===== src/rtl/lane_obstacle_gen.sv =====
// Frogger lane engine: rotating log/car occupancy per row, tile lookup for the renderer,
// frog collision/log flags and log-carry pulses. Define FROGGER_DROWN_EN to make water lethal.
module lane_obstacle_gen #(
  parameter int c_TICK_COUNT  = 12500000,
  parameter int c_GAME_WIDTH  = 20,
  parameter int c_GAME_HEIGHT = 15
) (
  input  logic       i_Clk,
  input  logic       i_Rst,
  input  logic [5:0] i_Frogger_X,
  input  logic [5:0] i_Frogger_Y,
  input  logic [5:0] i_Col_Count_Div,
  input  logic [5:0] i_Row_Count_Div,
  output logic [3:0] o_Bitmap_Data,
  output logic       o_Collided,
  output logic       o_On_Log,
  output logic       o_Carry_Left,
  output logic       o_Carry_Right
);

  localparam int W  = c_GAME_WIDTH;
  localparam int CW = (c_TICK_COUNT > 1) ? $clog2(c_TICK_COUNT) : 1;
  localparam logic [W-1:0] RIVER_INIT = W'(20'hF0F0F);
  localparam logic [W-1:0] ROAD_INIT  = W'(20'h08421);

  logic [CW-1:0] tick_cnt;
  logic          tick;
  logic [W-1:0]  lane     [1:13];
  logic [1:0]    lane_div [1:13];
  logic          lane_rot [1:13];

  logic [W-1:0]  frog_lane, query_lane, frog_shift, query_shift;
  logic          frog_rot, frog_in_x, frog_river, frog_road;
  logic          on_log_next, collided_next, carry_left_next, carry_right_next;
  logic [3:0]    bitmap_next;

  // Lane r moves on every ((r mod 3)+1)-th tick, so its divider rolls over at r mod 3.
  always_comb begin
    tick = (tick_cnt == CW'(c_TICK_COUNT - 1));
    for (int r = 1; r <= 13; r++) begin
      lane_rot[r] = tick && (r != 6) && (lane_div[r] == 2'(r % 3));
    end
  end

  always_ff @(posedge i_Clk) begin
    if (i_Rst) begin
      tick_cnt <= '0;
      for (int r = 1; r <= 13; r++) begin
        lane_div[r] <= '0;
        if (r <= 5)
          lane[r] <= RIVER_INIT;
        else if (r >= 7)
          lane[r] <= ROAD_INIT;
        else
          lane[r] <= '0;
      end
    end else begin
      tick_cnt <= tick ? '0 : tick_cnt + 1'b1;
      if (tick) begin
        for (int r = 1; r <= 13; r++) begin
          if (r != 6) begin
            if (lane_rot[r]) begin
              lane_div[r] <= '0;
              // Odd rows drift left (bit n takes bit n+1), even rows drift right.
              if (r % 2 == 1)
                lane[r] <= {lane[r][0], lane[r][W-1:1]};
              else
                lane[r] <= {lane[r][W-2:0], lane[r][W-1]};
            end else begin
              lane_div[r] <= lane_div[r] + 2'd1;
            end
          end
        end
      end
    end
  end

  always_comb begin
    frog_lane  = '0;
    query_lane = '0;
    frog_rot   = 1'b0;
    for (int r = 1; r <= 13; r++) begin
      if (r != 6) begin
        if (i_Frogger_Y == 6'(r)) begin
          frog_lane = lane[r];
          frog_rot  = lane_rot[r];
        end
        if (i_Row_Count_Div == 6'(r))
          query_lane = lane[r];
      end
    end
    frog_shift  = frog_lane >> i_Frogger_X;
    query_shift = query_lane >> i_Col_Count_Div;

    frog_in_x  = (i_Frogger_X < 6'(W));
    frog_river = frog_in_x && (i_Frogger_Y >= 6'd1) && (i_Frogger_Y <= 6'd5);
    frog_road  = frog_in_x && (i_Frogger_Y >= 6'd7) && (i_Frogger_Y <= 6'd13);

    on_log_next = frog_river && frog_shift[0];
`ifdef FROGGER_DROWN_EN
    collided_next = (frog_road && frog_shift[0]) || (frog_river && !frog_shift[0]);
`else
    collided_next = frog_road && frog_shift[0];
`endif
    // Carry only when the frog was standing on a log as its lane moves.
    carry_left_next  = on_log_next && frog_rot && i_Frogger_Y[0];
    carry_right_next = on_log_next && frog_rot && !i_Frogger_Y[0];

    bitmap_next = 4'd0;
    if ((i_Col_Count_Div >= 6'(W)) || (i_Row_Count_Div >= 6'(c_GAME_HEIGHT)))
      bitmap_next = 4'd15;
    else if (i_Row_Count_Div == 6'd0)
      bitmap_next = 4'd4;
    else if (i_Row_Count_Div <= 6'd5)
      bitmap_next = query_shift[0] ? 4'd5 : 4'd2;
    else if ((i_Row_Count_Div >= 6'd7) && (i_Row_Count_Div <= 6'd13))
      bitmap_next = query_shift[0] ? 4'd3 : 4'd1;
  end

  always_ff @(posedge i_Clk) begin
    if (i_Rst) begin
      o_Bitmap_Data <= '0;
      o_Collided    <= 1'b0;
      o_On_Log      <= 1'b0;
      o_Carry_Left  <= 1'b0;
      o_Carry_Right <= 1'b0;
    end else begin
      o_Bitmap_Data <= bitmap_next;
      o_Collided    <= collided_next;
      o_On_Log      <= on_log_next;
      o_Carry_Left  <= carry_left_next;
      o_Carry_Right <= carry_right_next;
    end
  end

endmodule


===== config.mk =====
export PLATFORM = sky130hd
export DESIGN_NAME = lane_obstacle_gen
export DESIGN_NICKNAME = d
export VERILOG_FILES = /design/src/rtl/lane_obstacle_gen.sv
export SDC_FILE = /design/constraint.sdc
export NUM_CORES = 1
export LEC_CHECK = 0
export ABC_CLOCK_PERIOD_IN_PS = 4200
export CAP_MARGIN = 0
export CORE_MARGIN = 3
export CORE_UTILIZATION = 30
export CTS_CLUSTER_SIZE = 30
export DETAILED_ROUTE_END_ITERATION = 8
export HOLD_SLACK_MARGIN = 0.03
export MAX_ROUTING_LAYER = met4
export PLACE_DENSITY = 0.5
export SYNTH_ARGS = -nofsm -noshare
export SYNTH_HDL_FRONTEND = slang
export SYNTH_SLANG_ARGS = --single-unit

===== constraint.sdc =====
create_clock -name i_Clk -period 4.2 [get_ports i_Clk]
set_input_delay 0.84 -clock i_Clk [delete_from_list [all_inputs] [get_ports i_Clk]]
set_output_delay 0.84 -clock i_Clk [all_outputs]
set_load 0.01 [all_outputs]

==> results.toml, run 1 <==
[clocking]
cts_max_path_buffers = 3
cts_tree = "built"
cts-root-buf = "clkbuf_16"
cts.clk_slew.worst_paths_ns = 0.05
post_cts_buffers = 0
cts_inserted_buffers = 37
cts.htree.levels = 2
clkLatencyLatePin_ns = 0.56
cts_sinks = 296

[setup_path]
reg2reg_to = "o_Bitmap_Data[1]"
slowest_stage = "clkdlybuf4s50_1"
startpoint_type = "input port"
r2r-start = "lane[0][69]"
cp.required_ns = 4.61
path_delay_family = "compound AO/OA/AOI/OAI gates"
crit_path_end_kind = "flop"
worst_r2r_path_depth = 9
critPathArrivalTime_ns = 4.42
crit_chain = "clkdlybuf4s50_1, nor2b_1, buf_4, and2_1, a222oi_1, nand4_1, a2111oi_0, a2111oi_0, o41a_1, a32oi_2, nor4_1"
critPathKind = "in2reg"
crit_top_cell = "a2111oi_0"
critical_path_buf_inv_count = 2
cp_max_fo = 11
critPathMaxStageDelay_ns = 0.82
r2r_slack_ns = 1.24

[timing]
max-slew-margin-rel_pct = 38.0
finalHoldViolCount = 0
slew_violations = 0
rsz0062_at_grt = "no"
period_minus_slack_ns = 4.01
setup_violations = 0
finClkSkew_ns = 0.0182
max_freq_mhz = 249
min_period_over_period_pct = 95.5
tightest_slew_ns = 0.930

[yosys]
yosys.area.top_type = "edfxtp_1"
synth_nets = 1564
synthMostInstantiatedCell = "edfxtp_1"
async_reset_ff_share_pct = 0
yosysUniqueCellTypes = 81
synth_edf_count = 264
avgSynthCellArea_sq_um = 10.6
synth_seq_area_share_pct = 52.8
synthTopCellsByCount = "edfxtp_1, and3_1, nand2_1"
syn_area_sq_um = 16200
ys_seq_elements = 296
synth_flop_cell = "edfxtp_1"
synthCells = 1525
synthTopCellsByArea = "edfxtp_1, and3_1, dfxtp_1, or2_2, a21oi_1"
synth_warnings = 0
netlist.area_leader.share_pct = 48.8

[job]
maxCapViolCount = 0

[drt]
via_count = 14100
viasPerCell = 5.95
drt-initial-drc-count = 2194
wl_per_cell_um = 31.4
drt-total-wl_mm = 74.4
ant_nets = 0
dr.pass1.iters = 8
drcViolationCount = 0

[floorplan]
core_sq_um = 53100
start_util_pct = 30.6
die-height_um = 239
fp.dieW_um = 239
io_pins = 34
die_area_sq_um = 57000
num_rows = 84

[power]
ir_worst_vdd_mv = 0.296
leakage_nw = 7.14
p_seq_share_pct = 47.9
cell_internal_pwr_mw = 5.26
switchingPower_mw = 1.77
p_sw_share_pct = 25.2
power_mw = 7.04
comb_power_share_pct = 8.5
power.density_nw_per_um2 = 360
clockPowerShare_pct = 43.6

[layout]
nFillCells = 5241
layout-drive-gt1-share_pct = 21.7
fin_nets = 1690
area_growth_pct = 20.3
design_area_sq_um = 19500

[grt]
grt_pass1_vias = 13500
antenna_found_initial = 4
grt_pass1_wl_mm = 104
grt_overflow_total = 0
grtUsageTotal_pct = 26.6
grt_max_degree = 68

[placement]
dpl_cell_area_sq_um = 18400
dpl.hpwl_mm = 58.2
io_buffers = 33
gp_congestion = 1.06

[run_status]
run_status = "completed"

[worst_hold_path]
worstHoldEndpoint = "tick_cnt[0]"
hold_path_class = "reg2reg"
hold_start = "tick_cnt[0]"
whs_path_depth = 1
[registers in the layout, summed over array words and instances (netlist names)]
register	cells
o_Bitmap_Data	4
lane	240
o_Carry_Right	1
o_Collided	1
lane_div	24
o_Carry_Left	1
tick_cnt	24
o_On_Log	1
[per-stage QoR]
step	setup WS, ns	cells	TNS (ns)	util (%)	hold slack, ns
floorplan	0.980	1525	0	-	0.418
global placement	-0.425	2300	-1.87	34.6	0.431
detailed placement	-0.468	2300	-1.86	34.6	0.437
CTS	0.134	2366	0	36.8	0.445
global route	0.0717	2367	0	36.8	0.478
finish	0.191	2367	0	36.8	0.445
[layout by cell type, fill, tap and decap left out, types with 9 or more instances in the layout]
cell type,count
edfxtp_1,264
buf_4,169
and3_1,145
nand2_1,96
nor2_1,87
or2_2,86
a21oi_1,83
a22oi_1,50
nor3_1,46
nand3_1,41
o21ai_0,40
inv_1,38
clkbuf_16,38
dfxtp_1,32
clkdlybuf4s50_1,31
o22ai_1,25
a222oi_1,24
and2_1,23
mux2i_1,23
a221oi_1,21
mux2_2,15
nand4_1,14
a2111oi_0,13
ha_1,13
buf_12,13
a21o_1,12
xor2_1,12
a22o_1,12
a211oi_1,12
nand2b_1,11
a221o_1,10
a31oi_1,10
xnor2_1,9
[layer usage]
| metal | global-route usage (%) | wire (um) | part of all wire [%] | up-vias |
|---|---|---|---|---|
| li1 | - | - | - | 6131 |
| met1 | 37.2 | 33200 | 45 | 7111 |
| met2 | 39.1 | 32600 | 44 | 725 |
| met3 | 4.41 | 6000 | 8.1 | 121 |
| met4 | 8.91 | 2610 | 3.5 | 0 |
| met5 | - | 0 | 0 | - |
[worst max path at each step]
stage,cells after the start,endpoint,startpoint
5_1_grt,11,o_Carry_Left,i_Frogger_Y[1]
3_3_place_gp,11,o_Carry_Left,i_Frogger_Y[1]
4_1_cts,11,o_Carry_Left,i_Frogger_Y[1]
2_1_floorplan,11,o_Bitmap_Data[1],i_Row_Count_Div[4]
3_5_place_dp,11,o_Carry_Left,i_Frogger_Y[1]
6_report,11,o_Carry_Left,i_Frogger_Y[1]
[power by group through the flow]
stage / Sequential [mW] / Clock, mW / Combinational (mW)
after detailed placement: 3.42 / 0 / 0.584
final: 3.37 / 3.07 / 0.601
after global routing: 3.37 / 3.25 / 0.630
after floorplan: 3.36 / 0 / 0.300
after global placement: 3.43 / 0 / 0.588
after CTS: 3.36 / 3.15 / 0.587
[cells by family after synthesis]
group,Yosys count,synth area share [%]
simple gates,610,21.1
compound gates,377,16.6
flops,296,52.8
buf+inv,167,4.53
mux,41,2.87
xor+xnor,21,1.13
fa+ha+maj,13,1.00
[worst register-to-register path, cell delays in order, from the launching register on]
cell and delay (ns):
edfxtp_1 0.44, mux2_2 0.29, a22oi_1 0.27, o221ai_1 0.16
o221a_2 0.18, a2111oi_0 0.69, o2111ai_1 0.21, nand4_1 0.23
nand2_1 0.08, a311o_1 0.31
[timing repair]
item / 4_1_cts / 5_1_grt
hold buffers: 0 / 0
gates resized for setup: 0 / 1
setup endpoints to repair: 0 / 4
[area by class of cell]
| cell class | count | area, sq um | area share, % |
|---|---|---|---|
| Antenna cell | 1 | 2.50 | 0.0128 |
| Tap cell | 688 | 861 | 4.41 |
| Inverter | 39 | 146 | 0.749 |
| Clock inverter | 17 | 144 | 0.736 |
| Multi-Input combinational cell | 1062 | 6950 | 35.6 |
| Timing Repair Buffer | 215 | 1850 | 9.47 |
| Sequential cell | 296 | 8570 | 43.9 |
| Clock buffer | 49 | 1020 | 5.21 |
No activity file was read; power rests on OpenSTA's default activity.
==> run 2: changes to the inputs <==
--- a/config.mk
+++ b/config.mk
@@ -7,6 +7,7 @@
 export LEC_CHECK = 0
 export ABC_CLOCK_PERIOD_IN_PS = 4200
 export CAP_MARGIN = 0
+export CORE_ASPECT_RATIO = 1.1
 export CORE_MARGIN = 3
 export CORE_UTILIZATION = 30
 export CTS_CLUSTER_SIZE = 30
==> run 2 against run 1 <==
Net effect:
- fmax shrank 2.3%
- register-to-register slack lost 0.50 ns
- core utilization grew 0.27 points
==> results.toml, run 2 (synthesized netlist as in run 1, its figures left out) <==
[setup_path]
crit_start = "i_Frogger_Y[5]"
crit_chain = "clkdlybuf4s50_1, buf_4, nor4_2, buf_4, and2_1, a2111oi_0, o21ai_0, a22o_1, a221oi_1, o31ai_1, a21oi_1, buf_4, nor4_1"
crit_top_cell = "buf_4"
r2r_slack_ns = 0.74
cp_max_fo = 9
startpoint_type = "input port"
critPathArrivalTime_ns = 4.52
cp.required_ns = 4.62
crit_path_end_kind = "flop"
critPathMaxStageDelay_ns = 0.74
r2r-start = "lane[0][21]"
critPathKind = "in2reg"
slowest_stage = "a2111oi_0"

[layout]
multi_input_area_sq_um = 6950
layout-drive-gt1-share_pct = 22.1
regArea_sq_um = 8570
final_common_cell = "edfxtp_1"
fin_nets = 1709
top_regs = "lane x240, lane_div x24, tick_cnt x24"
nFillCells = 5258
largest-register = "lane"
final_cell_mix = "edfxtp_1, buf_4, and3_1"
area_growth_pct = 21.0
final_cells = 2418
largest_register_ffs = 240

[timing]
rsz0062_at_grt = "no"
finalHoldViolCount = 0
min_period_over_period_pct = 97.7
finClkSkew_ns = 0.0194
tightest_slew_ns = 1.07
max_freq_mhz = 244
period_minus_slack_ns = 4.10
fin_ws_ns = 0.0973
slew_violations = 0
setup_violations = 0
max-slew-margin-rel_pct = 27.1

[placement]
dpl.hpwl_mm = 62.6
gp_congestion = 1.07
dp_slack_ns = -0.425
placed_cells = 2353
io_buffers = 33

[clocking]
cts_sinks = 296
cts_max_path_buffers = 3
post_cts_buffers = 0
cts.htree.levels = 2
clkLatencyLatePin_ns = 0.57
cts.clk_slew.worst_paths_ns = 0.06
cts_tree = "built"
cts_inserted_buffers = 35
cts-root-buf = "clkbuf_16"

[grt]
grt_max_degree = 73
met3_usage_pct = 3.80
use_met1_pct = 34.6
grt_pass1_wl_mm = 109
busiest_layer = "met2"
grt_overflow_total = 0
met2_usage_pct = 43.5
grt_pass1_vias = 13700
antenna_found_initial = 2
grtUsageTotal_pct = 27.8

[drt]
wl_per_cell_um = 32.5
drt-total-wl_mm = 78.6
drt-initial-drc-count = 1760
viasPerCell = 5.90
ant_nets = 0
drcViolationCount = 0
dr.pass1.iters = 6
via_count = 14300

[floorplan]
die_area_sq_um = 57000
fp.dieW_um = 228
die-height_um = 250
io_pins = 34
core_sq_um = 53000
num_rows = 88
start_util_pct = 30.7

[power]
ir_worst_vdd_mv = 0.232
power.density_nw_per_um2 = 349
leakage_nw = 7.18

[worst_hold_path]
hold_path_class = "reg2reg"
hold_start = "tick_cnt[0]"

[job]
maxCapViolCount = 0

[run_status]
run_status = "completed"
-- run 2: cell count changes in the layout (fill, tap and decap cells not counted), sizes merged --
cell      change
inv           -2
buf          +21
diode         +1
clkinvlp      +1
clkbuf        -3
clkinv        +1
-- run 2: worst paths after layout --
| check | endpoint | cells after the start |
|---|---|---|
| min reg2reg | tick_cnt[0] | 1 |
| max | o_Collided | 13 |
| min | tick_cnt[0] | 1 |
| max reg2reg | o_Bitmap_Data[1] | 10 |
-- run 2: power by group --
group	total [mW]	switching [mW]	internal, mW
clock network	2.86	1.24	1.62
logic	0.617	0.394	0.223
registers	3.37	0.107	3.27
total	6.85	1.75	5.11
-- run 2: area by class of cell --
class / count / area share, %
multi-input combinational: 1062 / 35.4
antenna: 2 / 0.0255
tap: 720 / 4.59
clock inverter: 17 / 0.752
timing repair buffer: 236 / 10.2
inverter: 39 / 0.745
clock buffer: 46 / 4.67
sequential: 296 / 43.6
-- run 2: layer usage --
metal  share of wire [%]  up-vias
met2                  46      699
li1                    -     6177
met5                   0        -
met3                 6.5      196
met1                  41     7196
met4                 6.9        0
-- run 2: what timing repair did --
action / 4_1_cts / 5_1_grt
setup endpoints to repair: 0 / 2
resized for setup: 0 / 1
hold buffers: 0 / 0
-- run 2: per-stage QoR --
step                area (sq um)  util (%)  power (mW)  hold slack, ns  setup TNS [ns]
floorplan                  16200         -        3.66           0.418               0
global placement           18600      35.1        4.04           0.430           -2.07
detailed placement         18600      35.1        4.03           0.440           -1.79
CTS                        19600      37.1        6.91           0.448               0
global route               19600      37.1        7.09           0.476               0
finish                     19600      37.1        6.85           0.446               0
-- run 2: critical path, delay by kind of cell --
kind | cells | cell delay, ns
compound gates | 6 | 2.16
buf+inv | 4 | 1.12
simple gates | 3 | 0.39
